## src/rtl/bcd_countdown_timer.sv

```systemverilog
// Loadable multi-digit BCD countdown timer driven by rising edges of a divided clock.
// Optional 7-segment decode output enabled by defining BCD_TIMER_SEG7_EN.
module bcd_countdown_timer #(
  parameter int DIGITS             = 4,
  parameter int ZERO_START_EXPIRES = 1
) (
  input  logic                  clk,
  input  logic                  reset,
  input  logic                  slow_clk_in,
  input  logic                  load,
  input  logic [4*DIGITS-1:0]   load_value,
  input  logic                  start,
  input  logic                  pause,
  output logic [4*DIGITS-1:0]   count_bcd,
  output logic                  running,
  output logic                  expired,
  output logic                  expired_pulse
`ifdef BCD_TIMER_SEG7_EN
  ,
  output logic [7*DIGITS-1:0]   seg_n
`endif
);

  localparam int W = 4 * DIGITS;

  typedef enum logic [1:0] {
    S_IDLE   = 2'd0,
    S_RUN    = 2'd1,
    S_PAUSED = 2'd2,
    S_DONE   = 2'd3
  } state_t;

  state_t         state_q, state_d;
  logic [W-1:0]   count_q, count_d;
  logic           slow_q;
  logic           pulse_q, pulse_d;
  logic           running_q, running_d;
  logic           expired_q, expired_d;

  logic [W-1:0]   dec_value;
  logic [W-1:0]   clamp_value;
  logic [DIGITS-1:0] borrow;
  logic           tick;
  logic           count_zero;
  logic           dec_zero;
  logic           do_dec;

  assign tick       = slow_clk_in & ~slow_q;
  assign count_zero = (count_q == '0);
  assign dec_zero   = (dec_value == '0);
  assign borrow[0]  = 1'b1;

  // Ripple-borrow BCD decrement plus per-digit clamp of the preset.
  for (genvar gi = 0; gi < DIGITS; gi++) begin : g_digit
    logic [3:0] cur_digit;
    logic [3:0] ld_digit;
    assign cur_digit = count_q[4*gi +: 4];
    assign ld_digit  = load_value[4*gi +: 4];
    assign dec_value[4*gi +: 4] = borrow[gi]
                                  ? ((cur_digit == 4'd0) ? 4'd9 : cur_digit - 4'd1)
                                  : cur_digit;
    assign clamp_value[4*gi +: 4] = (ld_digit > 4'd9) ? 4'd9 : ld_digit;
    if (gi > 0) begin : g_borrow
      assign borrow[gi] = borrow[gi-1] & (count_q[4*(gi-1) +: 4] == 4'd0);
    end
  end

  always_comb begin
    state_d = state_q;
    count_d = count_q;
    pulse_d = 1'b0;
    do_dec  = 1'b0;
    if (load) begin
      count_d = clamp_value;
      state_d = S_IDLE;
    end else if (start) begin
      if (state_q == S_IDLE || state_q == S_PAUSED) begin
        if (!count_zero) begin
          state_d = S_RUN;
        end else if (ZERO_START_EXPIRES != 0) begin
          state_d = S_DONE;
          pulse_d = 1'b1;
        end
      end else if (state_q == S_RUN) begin
        // start has no effect while running, so the tick still counts
        do_dec = tick;
      end
    end else if (pause) begin
      if (state_q == S_RUN) begin
        state_d = S_PAUSED;
      end
    end else if (state_q == S_RUN) begin
      do_dec = tick;
    end

    if (do_dec) begin
      count_d = dec_value;
      if (dec_zero) begin
        state_d = S_DONE;
        pulse_d = 1'b1;
      end
    end

    running_d = (state_d == S_RUN);
    expired_d = (state_d == S_DONE);
  end

  always_ff @(posedge clk or negedge reset) begin
    if (!reset) begin
      state_q   <= S_IDLE;
      count_q   <= '0;
      slow_q    <= 1'b0;
      pulse_q   <= 1'b0;
      running_q <= 1'b0;
      expired_q <= 1'b0;
    end else begin
      state_q   <= state_d;
      count_q   <= count_d;
      slow_q    <= slow_clk_in;
      pulse_q   <= pulse_d;
      running_q <= running_d;
      expired_q <= expired_d;
    end
  end

  assign count_bcd     = count_q;
  assign running       = running_q;
  assign expired       = expired_q;
  assign expired_pulse = pulse_q;

`ifdef BCD_TIMER_SEG7_EN
  logic [7*DIGITS-1:0] seg_q, seg_d;

  function automatic logic [6:0] seg7_decode(input logic [3:0] d);
    logic [6:0] s;
    case (d)
      4'd0:    s = 7'b1000000;
      4'd1:    s = 7'b1111001;
      4'd2:    s = 7'b0100100;
      4'd3:    s = 7'b0110000;
      4'd4:    s = 7'b0011001;
      4'd5:    s = 7'b0010010;
      4'd6:    s = 7'b0000010;
      4'd7:    s = 7'b1111000;
      4'd8:    s = 7'b0000000;
      4'd9:    s = 7'b0010000;
      default: s = 7'b1111111;
    endcase
    return s;
  endfunction

  for (genvar gi = 0; gi < DIGITS; gi++) begin : g_seg
    assign seg_d[7*gi +: 7] = seg7_decode(count_q[4*gi +: 4]);
  end

  always_ff @(posedge clk or negedge reset) begin
    if (!reset) begin
      seg_q <= '1;
    end else begin
      seg_q <= seg_d;
    end
  end

  assign seg_n = seg_q;
`endif

endmodule

```

## config.mk

```make
export PLATFORM = sky130hd
export DESIGN_NAME = bcd_countdown_timer
export DESIGN_NICKNAME = d
export VERILOG_FILES = /design/src/rtl/bcd_countdown_timer.sv
export SDC_FILE = /design/constraint.sdc
export NUM_CORES = 1
export LEC_CHECK = 0
export BUFFER_PORTS_ARGS = -buffer_cell sky130_fd_sc_hd__buf_2
export CORE_MARGIN = 4
export CORE_UTILIZATION = 28
export CTS_CLUSTER_DIAMETER = 30
export CTS_CLUSTER_SIZE = 8
export DETAILED_ROUTE_END_ITERATION = 8
export PLACE_DENSITY = 0.5
export SLEW_MARGIN = 20
export SYNTH_ARGS = -nofsm -noshare
export SYNTH_HDL_FRONTEND = slang
export SYNTH_SLANG_ARGS = --single-unit
```

## constraint.sdc

```tcl
create_clock -name clk -period 2.3 [get_ports clk]
set_input_delay 0.23 -clock clk [delete_from_list [all_inputs] [get_ports clk]]
set_output_delay 0.23 -clock clk [all_outputs]
set_load 0.02 [all_outputs]
```

# [Word-level counts from Yosys, hierarchy flattened]
# Cells that the tools add are included.
[op_classes] n_eq_ne=4 n_bitwise=4 reduce_logical=9 n_lt_le_gt_ge=4 shifts=0 div=0 mux=32 n_mul=0 add_sub_neg=4
[op_table] operator="4-bit 2-to-1 mux" n=11
[op_table] operator="16-bit logical NOT" n=2
[op_table] operator="16-bit 2-to-1 mux" n=2
[op_table] operator="4-bit greater-than comparator, second input constant" n=4
[op_table] operator="4-bit logical NOT" n=4
[op_table] operator="2-bit 2-to-1 mux" n=8
[op_table] operator="4-bit by 1-bit subtractor with 4-bit output, second input constant" n=4
[op_table] operator="1-bit 2-to-1 mux" n=11
[op_table] operator="2-bit by 1-bit == test with 1-bit output, second input constant" n=2
[op_table] operator="2-bit == test, second input constant" n=2
[op_table] operator="1-bit bitwise AND" n=3
[op_table] operator="2-bit logical NOT" n=1
[op_table] operator="2-bit nonzero test" n=1
[op_table] operator="1-bit logical OR" n=1
[op_table] operator="1-bit NOT" n=1
[totals] output_inout_bits=19 word_cells=63 romBits=0 register_bits=22 latchBits=0 input_bits=22 mem_count=0 ramBits=0

# [Logic depth before layout (Yosys ltp)]
# Gate-level depths: netlist of run 1.
[depth] ltp_word=8 depth_mapped=6 ltp_nobuf=4

# [Least setup slack after synthesis of run 1]
# OpenSTA, ideal clock, no wires.
[synth_timing] path_kind="reg-to-reg" from="register count_q[11] (netlist: count_bcd[11])" to="register count_q[15] (netlist: count_bcd[15])" t_arrival_ns=1.888 setup_time_ns=0.082 synth_period_minus_slack_ns=1.970 required_time_ns=2.218 path_stages_with_launch=5 slack_ns=0.330 path_buffers=0 cell_sequence="dfrtp_1 or4_4 or2_1 or4_1 a31oi_1"
[synth_via] elab_chain_cells=4
[synth_lines] item="from (decl)" line_no="34" source="logic [W-1:0] count_q, count_d;"
[synth_lines] item="from (signal assigned)" line_no="118" source="count_q <= count_d;"
[synth_lines] item="4-bit logical NOT" line_no="64" source="assign borrow[gi] = borrow[gi-1] & (count_q[4*(gi-1) +: 4] == 4'd0);"
[synth_lines] item="1-bit bitwise AND" line_no="64"
[synth_lines] item="4-bit 2-to-1 mux" line_no="60" source="? ((cur_digit == 4'd0) ? 4'd9 : cur_digit - 4'd1)"
[synth_lines] item="16-bit 2-to-1 mux" line_no="96" source="if (do_dec) begin"
# Every way passes these cells.
# A chain may end at the register's enable or synchronous reset.

# [Worst setup path in the final report of run 1]
[layout_timing] from="register count_q[10] (netlist: count_bcd[10])" to="register count_q[15] (netlist: count_bcd[15])"
# Same word-level chain as after synthesis.

==> run_results.csv, run 1 <==
group,metric,value,unit
yosys,synth_seq_area_share,0.424,
worst_setup_path,critical_path_required,2.49,ns
worst_setup_path,start_kind,"flop",
worst_setup_path,critPathMaxFanout,8,
global_routing,grt_use_met3,0.0272,
sta,min_period,1.97,ns
global_routing,overflow,0,
drt,vias,1273,
outcome,status,"completed",
yosys,ys_seq_elements,22,
sta,post-route-period-util,0.858,
place,placed_area,1560,µm²
die,dieWidth,76.1,µm
yosys,yosysTopAreaCellShare,0.424,
yosys,synth_area_per_cell,8.95,µm²
layout,finalNetCount,209,
layout,area_growth,24.1,%
global_routing,grt_first_pass_wirelength,5.69,mm
min_path,hold_class,"in -> reg",
die,start_util,0.294,
layout,regArea,551,µm²
power_and_ir_drop,powerDensity,552,nW/µm²
sta,clock_skew,0.00176,ns
global_routing,antenna_found_initial,0,
yosys,synth_fp_nets,167,
clock_tree,clock_sinks,22,
worst_setup_path,arrival,2.16,ns
sta,drv_slew,0,
sta,tns,0,ns
global_routing,grt_max_degree,23,
drt,firstDrtPassIters,4,
global_routing,grt_busiest_layer,"met2",
die,die-area,5790,µm²
clock_tree,clockBufferDepth,2,
drt,drtIter0Drc,67,
yosys,synth.distinct_cells,37,
place,hpwl,2.66,mm
clock_tree,cts_resized,0,
yosys,synth_area_leaders,"dfrtp_1, a31oi_1, or4_1",
power_and_ir_drop,peakVddDrop,192,µV
worst_setup_path,path_class,"reg -> reg",
drt,vias_per_cell,5.37,
power_and_ir_drop,power.leakage,0.000711,µW
global_routing,first_global_vias,1195,
drt,drc,0,
sta,setup_viol,0,
layout,antenna_cells,0,
clock_tree,clk_latency,0.26,ns
worst_setup_path,critPathCaptureType,"flop",
die,coreArea,4410,µm²
clock_tree,cts_tree,"done",
sta,rsz0062_at_grt,"false",
die,die_h,76.1,µm
layout,stdcell_area,1610,µm²
layout,drive_gt1_frac,0.297,
yosys,yosysTopAreaCell,"dfrtp_1",
global_routing,use_met1,0.159,
layout,fillerInstances,470,
drt,wire_per_inst,14.6,µm
global_routing,grt_use_total,0.116,
layout,finalCoreUtilization,0.365,
die,num_rows,24,
layout,multiInputGateArea,683,µm²
yosys,yosysWarnings,0,
clock_tree,htree_levels,1,
sta,tightestPinTransition,0.515,ns
global_routing,use_met2,0.181,
clock_tree,cts_inserted_buffers,3,
sta,slew-limit-headroom,0.657,
clock_tree,path_clk_slew,0.08,ns
place,gp_congestion,0.821,
yosys,synthCells,145,
yosys,netlist_area,1300,µm²
die,ioPinCount,41,
sta,fmax,507,MHz
sta,hold_viol_final,0,
place,io_buffer_count,40,
flow_run,drv_cap,0,
clock_tree,post_cts_buffers,0,
clock_tree,clockRootBuffer,"clkbuf_8",
drt,wl,3.45,mm
drt,ant_nets,0,
cells in the mapped netlist:
library cell / instances
or2_2: 2
nand4_1: 2
mux2i_1: 2
a31oi_1: 10
dfrtp_1: 22
and3b_1: 1
o22ai_1: 1
o21ai_0: 11
nor2b_1: 1
inv_1: 8
nor2_1: 15
nor4_1: 1
o21a_1: 5
nor4_4: 1
nand3b_1: 3
nor4b_1: 1
and3_1: 2
o2111a_1: 1
or4b_1: 1
buf_2: 3
or4_1: 8
o311ai_0: 1
or4_4: 1
nand2_1: 5
nand2b_1: 2
or2_1: 1
or4b_2: 1
or3_2: 1
o31a_1: 3
clkbuf_1: 5
nor3_1: 6
nand3_1: 4
o31ai_1: 6
o31a_2: 1
a21oi_1: 5
and4bb_2: 1
o2111ai_1: 1
flip-flops by register name, indices dropped and copies added, names as in the netlist:
| signal | count |
|---|---|
| count_bcd | 16 |
| expired | 1 |
| expired_pulse | 1 |
| running | 1 |
| slow_q | 1 |
| state_q | 2 |
final cells by class:
class,count,area share
flip-flops and latches,22,0.342
clock buffers,3,0.0256
well taps,52,0.0404
inverters,8,0.0186
multi-input cells,107,0.424
repair buffers,45,0.149
critical path: stages, from the launching register on:
cell     delay, ns
dfrtp_1       0.46
or4_4         0.56
or2_1         0.25
or4_1         0.47
a31oi_1       0.16
path summary, 6_finish.rpt:
kind                                           start                   endpoint  slack [ns]  depth (start not counted)
max                        count_bcd[10]$_DFFE_PN0P_  count_bcd[15]$_DFFE_PN0P_        0.33                          4
min                                      slow_clk_in           slow_q$_DFF_PN0_        0.08                          1
max reg2reg                count_bcd[10]$_DFFE_PN0P_  count_bcd[15]$_DFFE_PN0P_        0.33                          4
min reg2reg                 count_bcd[9]$_DFFE_PN0P_   count_bcd[9]$_DFFE_PN0P_        0.60                          2
max in group asynchronous                      reset          expired$_DFF_PN0_        1.48                          2
min in group asynchronous                      reset   count_bcd[1]$_DFFE_PN0P_        0.47                          2
layer usage:
layer / vias up / part of all wire
li1: 637 / -
met1: 603 / 0.47
met2: 27 / 0.47
met3: 6 / 0.043
met4: 0 / 0.014
met5: - / 0
per-stage QoR:
step | power [µW] | cells | hold WS [ns] | setup WS [ns]
floorplan | 572 | 145 | -0.0656 | 0.330
global placement | 654 | 233 | 0.242 | 0.391
CTS | 905 | 237 | 0.0751 | 0.312
detailed placement | 658 | 233 | 0.244 | 0.342
global route | 944 | 237 | 0.0716 | 0.172
finish | 889 | 237 | 0.0813 | 0.327
logic make-up after synthesis:
| family | after synthesis | share of synthesized area |
|---|---|---|
| mux | 2 | 0.0154 |
| compound gates | 45 | 0.229 |
| buf+inv | 16 | 0.0492 |
| simple gates | 60 | 0.283 |
| flops | 22 | 0.424 |
layout by cell type, fill, tap and decap left out, types with 2 or more instances in the layout:
cell / n
a21oi_1: 5
inv_1: 8
nand2b_1: 2
mux2i_1: 2
buf_2: 40
o21ai_0: 11
nor2_1: 15
nand2_1: 5
o31a_1: 3
o21a_1: 5
nand3_1: 4
dfrtp_1: 22
clkbuf_8: 3
nand4_1: 2
nand3b_1: 3
or2_2: 2
nor3_1: 6
and3_1: 2
buf_4: 4
o31ai_1: 6
or4_1: 8
a31oi_1: 10
report_power, final:
group          internal (µW)  switching [µW]
registers                416            44.4
clock network            117             123
logic                   77.2             112
total                    610             279
what timing repair did:
action | 4_1_cts | 5_1_grt
hold endpoints to repair | 22 | 0
hold buffers | 1 | 0
setup endpoints to repair | 0 | 0
No activity file was read; power rests on OpenSTA's default activity.
==> inputs of run 2 (changes only) <==
--- a/config.mk
+++ b/config.mk
@@ -5,13 +5,15 @@
 export SDC_FILE = /design/constraint.sdc
 export NUM_CORES = 1
 export LEC_CHECK = 0
+export ABC_AREA = 1
 export BUFFER_PORTS_ARGS = -buffer_cell sky130_fd_sc_hd__buf_2
 export CORE_MARGIN = 4
 export CORE_UTILIZATION = 28
+export CTS_BUF_LIST = sky130_fd_sc_hd__clkbuf_4 sky130_fd_sc_hd__clkbuf_8 sky130_fd_sc_hd__clkbuf_16
 export CTS_CLUSTER_DIAMETER = 30
 export CTS_CLUSTER_SIZE = 8
 export DETAILED_ROUTE_END_ITERATION = 8
-export PLACE_DENSITY = 0.5
+export PLACE_DENSITY = 0.49
 export SLEW_MARGIN = 20
 export SYNTH_ARGS = -nofsm -noshare
 export SYNTH_HDL_FRONTEND = slang
==> run_results.csv, run 2 <==
group,metric,value,unit
yosys,synth_area_leaders,"dfrtp_1, nand2_1, inv_1",
worst_setup_path,crit_path_frequent_cell,"nand2_1",
yosys,ys_seq_elements,22,
yosys,synth-compound-area-share,0.156,
die,die-area,6710,µm²
clock_tree,clockRootBuffer,"clkbuf_8",
worst_setup_path,arrival,2.04,ns
drt,vias,1501,
worst_setup_path,critical_path_required,2.46,ns
power_and_ir_drop,p_switching,368,µW
layout,finalNetCount,281,
worst_setup_path,path_class,"reg -> reg",
worst_setup_path,critPathMaxFanout,12,
power_and_ir_drop,power.leakage,0.000924,µW
drt,drc,0,
sta,tns,0,ns
layout,area_growth,22.4,%
drt,vias_per_cell,4.58,
yosys,synth_edf_count,0,
global_routing,grt_use_total,0.138,
sta,drv_slew,0,
sta,setup_viol,0,
worst_setup_path,ff2ff_path_depth,10,
clock_tree,clock_sinks,22,
die,num_rows,26,
yosys,yosysTopAreaCell,"dfrtp_1",
drt,drtIter0Drc,44,
global_routing,grt_max_degree,23,
global_routing,first_global_vias,1520,
yosys,synth_top_family_by_area,"simple AND/OR/NAND/NOR gates",
yosys,synthSimpleGateAreaFrac,0.383,
yosys,yosysWarnings,0,
yosys,synth.distinct_cells,30,
clock_tree,clockBufferDepth,2,
sta,whs,0.0823,ns
worst_setup_path,max_stage_delay,0.42,ns
clock_tree,htree_levels,1,
die,ioPinCount,41,
yosys,synthCells,215,
yosys,synthMuxAreaShare,0,
layout,drive_gt1_frac,0.260,
place,dp_slack,0.394,ns
yosys,synthTopCellsByCount,"nand2_1, inv_1, nor2_1",
sta,post-route-period-util,0.817,
drt,firstDrtPassIters,4,
power_and_ir_drop,p_total,1040,µW
worst_setup_path,critPathBufInv,0,
layout,largest_register_ffs,16,
sta,min_period,1.88,ns
drt,wire_per_inst,12.4,µm
sta,layout_setup_ws,0.420,ns
yosys,synth_seq_area_share,0.360,
worst_setup_path,crit_family,"simple AND/OR/NAND/NOR gates",
layout,layout_commonest_cell,"nand2_1",
yosys,yosysTopAreaCellShare,0.360,
yosys,synth_ff_type,"dfrtp_1",
yosys,synth_fp_nets,237,
place,hpwl,3.23,mm
clock_tree,cts_inserted_buffers,3,
min_path,whs_path_depth,1,
layout,final_cell_mix,"nand2_1, buf_2, inv_1, nor2_1, dfrtp_1",
sta,clock_skew,0.00296,ns
die,start_util,0.294,
die,die_h,81.9,µm
worst_setup_path,crit_chain,"nor2_2 -> nand2_1 -> nor2_4 -> nand2_1 -> o21ai_1 -> nand2_1 -> nor2_1 -> nand3_2 -> nand2_1 -> nor2_1",
min_path,hold_class,"in -> reg",
power_and_ir_drop,clkPwrFrac,0.275,
clock_tree,cts_tree,"done",
sta,fmax,532,MHz
global_routing,antenna_found_initial,0,
yosys,synth_fa_ha_area_frac,0,
outcome,status,"completed",
die,dieWidth,81.9,µm
yosys,synth_area_per_cell,7.11,µm²
flow_run,drv_cap,0,
power_and_ir_drop,peakVddDrop,250,µV
power_and_ir_drop,p_sw_frac,0.353,
power_and_ir_drop,powerDensity,557,nW/µm²
worst_setup_path,start_kind,"flop",
clock_tree,clk_latency,0.26,ns
power_and_ir_drop,seqPwrFrac,0.440,
layout,antenna_cells,0,
place,io_buffer_count,40,
worst_setup_path,slowest_stage,"dfrtp_1",
drt,ant_nets,0,
yosys,async_flop_share,1.00,
sta,tightestPinTransition,0.501,ns
layout,fillerInstances,618,
worst_setup_path,critPathCaptureType,"flop",
global_routing,grt_first_pass_wirelength,7.20,mm
clock_tree,path_clk_slew,0.09,ns
yosys,synth_xor_area_frac,0.00573,
yosys,yosys.cell_count.top_type,"nand2_1",
sta,rsz0062_at_grt,"false",
die,coreArea,5200,µm²
worst_setup_path,cp.depth,10,
place,gp_congestion,0.784,
drt,wl,4.08,mm
power_and_ir_drop,internal_power,675,µW
yosys,netlist_area,1530,µm²
sta,hold_viol_final,0,
power_and_ir_drop,p_comb_frac,0.285,
sta,slew-limit-headroom,0.666,
global_routing,overflow,0,
-- run 2: cell count changes in the layout (fill, tap and decap cells not counted), sizes merged, moves of 8 or more --
cell   change
a31oi      -9
inv       +22
nand2     +48
nand3     +18
nor2      +20
or4        -8
-- run 2: kinds of logic after synthesis --
| group | count (synthesis) |
|---|---|
| and+or+nand+nor | 116 |
| AOI/OAI and AO/OA | 41 |
| buffers and inverters | 35 |
| DFF | 22 |
| xor gates and xnor gates | 1 |
-- run 2: path summary, 6_finish.rpt --
path | start | end | slack, ns
max | count_bcd[7]$_DFFE_PN0P_ | running$_DFF_PN0_ | 0.42
min | slow_clk_in | slow_q$_DFF_PN0_ | 0.08
max reg2reg | count_bcd[7]$_DFFE_PN0P_ | running$_DFF_PN0_ | 0.42
min reg2reg | count_bcd[7]$_DFFE_PN0P_ | count_bcd[7]$_DFFE_PN0P_ | 0.56
max in group asynchronous | reset | count_bcd[0]$_DFFE_PN0P_ | 1.50
min in group asynchronous | reset | state_q[0]$_DFF_PN0_ | 0.46
-- run 2: power by group through the flow --
stage	Clock, µW	Sequential, µW	Combinational, µW
2_1_floorplan	0	500	163
3_3_place_gp	0	467	303
3_5_place_dp	0	468	301
4_1_cts	301	460	303
5_1_grt	316	467	338
6_report	287	459	297
-- run 2: per-layer routing --
| metal | track usage | wire, µm | share of wire | up-vias |
|---|---|---|---|---|
| li1 | - | - | - | 796 |
| met1 | 0.176 | 1810 | 0.44 | 676 |
| met2 | 0.238 | 2060 | 0.51 | 25 |
| met3 | 0.0230 | 154 | 0.038 | 4 |
| met4 | 0.0399 | 56 | 0.014 | 0 |
| met5 | 0 | 0 | 0 | - |
-- run 2: final cells by class --
class	count	area, µm²	share of cell area
flip-flops and latches	22	551	0.294
well taps	70	87.6	0.0468
clock buffers	4	55.1	0.0294
multi-input cells	158	833	0.445
inverters	30	113	0.0602
repair buffers	44	233	0.124
-- run 2: what timing repair did --
action / in CTS / in global routing
buffers inserted: 0 / 0
gates resized for setup: 0 / 0
endpoints found under the hold margin: 22 / 0
hold buffers: 1 / 0
-- run 2: per-stage QoR --
stage / util / std cells / cell area, µm²
finish: 0.360 / 328 / 1870
global route: 0.360 / 328 / 1870
CTS: 0.360 / 328 / 1870
detailed placement: 0.347 / 323 / 1810
global placement: 0.347 / 323 / 1810
floorplan: - / 215 / 1530
==> inputs of run 3 (changes only) <==
--- a/config.mk
+++ b/config.mk
@@ -5,7 +5,7 @@
 export SDC_FILE = /design/constraint.sdc
 export NUM_CORES = 1
 export LEC_CHECK = 0
-export ABC_AREA = 1
+export ABC_AREA = 0
 export BUFFER_PORTS_ARGS = -buffer_cell sky130_fd_sc_hd__buf_2
 export CORE_MARGIN = 4
 export CORE_UTILIZATION = 28
@@ -13,7 +13,7 @@
 export CTS_CLUSTER_DIAMETER = 30
 export CTS_CLUSTER_SIZE = 8
 export DETAILED_ROUTE_END_ITERATION = 8
-export PLACE_DENSITY = 0.49
+export PLACE_DENSITY = 0.5
 export SLEW_MARGIN = 20
 export SYNTH_ARGS = -nofsm -noshare
 export SYNTH_HDL_FRONTEND = slang
==> constraint.sdc (replaced) <==
create_clock -name clk -period 1.9 [get_ports clk]
set_input_delay 0.19 -clock clk [delete_from_list [all_inputs] [get_ports clk]]
set_output_delay 0.19 -clock clk [all_outputs]
set_load 0.02 [all_outputs]
==> run_results.csv, run 3 (synthesis results as in run 1) <==
group,metric,value,unit
clock_tree,clock_sinks,22,
drt,wl,3.56,mm
clock_tree,path_clk_slew,0.08,ns
outcome,status,"completed",
min_path,hold_end,"slow_q$_DFF_PN0_",
global_routing,grt_busiest_layer,"met2",
global_routing,use_met1,0.175,
global_routing,overflow,0,
die,die-area,5790,µm²
sta,hold_viol_final,0,
place,dp_slack,0.0316,ns
worst_setup_path,path_class,"reg -> reg",
worst_setup_path,crit_chain,"or4_4 -> or2_1 -> or4_1 -> a31oi_1",
min_path,hold_class,"in -> reg",
clock_tree,htree_levels,1,
worst_setup_path,ff2ff_path_depth,4,
drt,firstDrtPassIters,4,
sta,setup_viol,0,
clock_tree,cts_tree,"done",
sta,fmax,530,MHz
die,num_rows,24,
global_routing,grt_first_pass_wirelength,6.12,mm
sta,tightestPinTransition,0.517,ns
layout,largest_register_ffs,16,
sta,min_period,1.89,ns
global_routing,antenna_found_initial,0,
clock_tree,clockRootBuffer,"clkbuf_8",
die,ioPinCount,41,
worst_setup_path,r2r_start,"count_bcd[11]$_DFFE_PN0P_",
drt,drc,0,
layout,layout_commonest_cell,"buf_2",
worst_setup_path,start_kind,"flop",
clock_tree,cts_inserted_buffers,3,
clock_tree,clockBufferDepth,2,
place,hpwl,2.75,mm
min_path,min_from,"slow_clk_in",
global_routing,grt_max_degree,23,
die,coreArea,4410,µm²
sta,drv_slew,0,
worst_setup_path,critPathMaxFanout,4,
drt,ant_nets,0,
drt,wire_per_inst,14.2,µm
place,placed_area,1650,µm²
layout,stdcell_count,250,
layout,drive_gt1_frac,0.359,
layout,area_growth,32.4,%
min_path,whs_path_depth,1,
sta,clock_skew,0.00551,ns
layout,stdcell_area,1720,µm²
power_and_ir_drop,power.leakage,0.000772,µW
worst_setup_path,slowest_stage,"or4_4",
power_and_ir_drop,p_sw_frac,0.299,
layout,finalNetCount,221,
sta,slew-limit-headroom,0.656,
drt,vias_per_cell,5.42,
sta,layout_setup_ws,0.0146,ns
worst_setup_path,critPathCaptureType,"flop",
drt,drtIter0Drc,102,
sta,rsz0062_at_grt,"true",
place,placed_cells,244,
power_and_ir_drop,powerDensity,669,nW/µm²
power_and_ir_drop,p_switching,344,µW
power_and_ir_drop,p_comb_frac,0.239,
power_and_ir_drop,peakVddDrop,389,µV
power_and_ir_drop,internal_power,805,µW
layout,final_cell_mix,"buf_2, dfrtp_1, buf_4, nor2_1, o21ai_0",
worst_setup_path,r2r_slack,0.01,ns
sta,post-route-period-util,0.992,
clock_tree,cts_resized,0,
place,gp_congestion,0.823,
die,die_h,76.1,µm
power_and_ir_drop,seqPwrFrac,0.470,
flow_run,drv_cap,0,
global_routing,first_global_vias,1273,
global_routing,use_met2,0.194,
worst_setup_path,max_stage_delay,0.55,ns
global_routing,grt_use_met3,0.0331,
clock_tree,clk_latency,0.26,ns
place,io_buffer_count,40,
die,dieWidth,76.1,µm
die,start_util,0.294,
worst_setup_path,arrival,2.07,ns
worst_setup_path,critical_path_required,2.09,ns
power_and_ir_drop,clkPwrFrac,0.290,
drt,vias,1354,
worst_setup_path,r2r-end,"count_bcd[15]$_DFFE_PN0P_",
layout,antenna_cells,0,
global_routing,grt_use_total,0.124,
[run 3: changes by cell type in the layout (fill, tap and decap cells not counted), moves of 9 or more]
cell	change
nand2_1	-45
inv_1	-21
buf_4	+13
nand3_1	-12
nor2_1	-10
a31oi_1	+9
[run 3: worst max path at each step]
stage,startpoint,to,slack [ns],depth (start not counted)
global placement,count_bcd[11]$_DFFE_PN0P_,count_bcd[15]$_DFFE_PN0P_,0.05,4
detailed placement,count_bcd[11]$_DFFE_PN0P_,count_bcd[15]$_DFFE_PN0P_,0.03,4
global route,count_bcd[1]$_DFFE_PN0P_,count_bcd[6]$_DFFE_PN0P_,-0.08,5
floorplan,count_bcd[11]$_DFFE_PN0P_,count_bcd[15]$_DFFE_PN0P_,-0.04,4
CTS,count_bcd[11]$_DFFE_PN0P_,count_bcd[15]$_DFFE_PN0P_,0.01,4
finish,count_bcd[11]$_DFFE_PN0P_,count_bcd[15]$_DFFE_PN0P_,0.01,4
[run 3: worst max-delay path, delay by kind of cell, from the launching register on]
family	cells	cell delay (ns)
simple gates	3	1.25
flops	1	0.41
compound gates	1	0.16
[run 3: cell type report]
cell class | count | area (µm²)
clock buffers | 4 | 55.1
fillers | 458 | 2700
inverters | 8 | 30.0
multi-input cells | 107 | 683
flip-flops and latches | 22 | 554
well taps | 52 | 65.1
repair buffers | 57 | 330
[run 3: layer usage]
metal	share of wire	wire [µm]	vias to the layer above
met4	0.0053	19	0
li1	-	-	660
met3	0.080	284	2
met5	0	0	-
met2	0.46	1640	49
met1	0.45	1620	643
[run 3: metrics by stage]
stage | hold WS, ns | utilization | setup TNS [ns] | power (µW)
5_1_grt | 0.0296 | 0.389 | -0.160 | 1220
3_3_place_gp | 0.208 | 0.373 | 0 | 818
3_5_place_dp | 0.198 | 0.373 | 0 | 823
4_1_cts | 0.0380 | 0.387 | 0 | 1160
6_report | 0.0434 | 0.389 | 0 | 1150
2_1_floorplan | -0.106 | - | -0.0385 | 695
[run 3: power by group through the flow]
stage / clock, µW / combinational [µW] / sequential [µW]
floorplan: 0 / 104 / 591
global placement: 0 / 269 / 549
detailed placement: 0 / 272 / 551
CTS: 347 / 275 / 541
global route: 370 / 306 / 547
finish: 333 / 275 / 540
[run 3: repair_timing]
action	CTS	global route
hold buffers	1	0
endpoints found under the setup margin	0	5
setup buffers	0	1
endpoints found under the hold margin	22	0
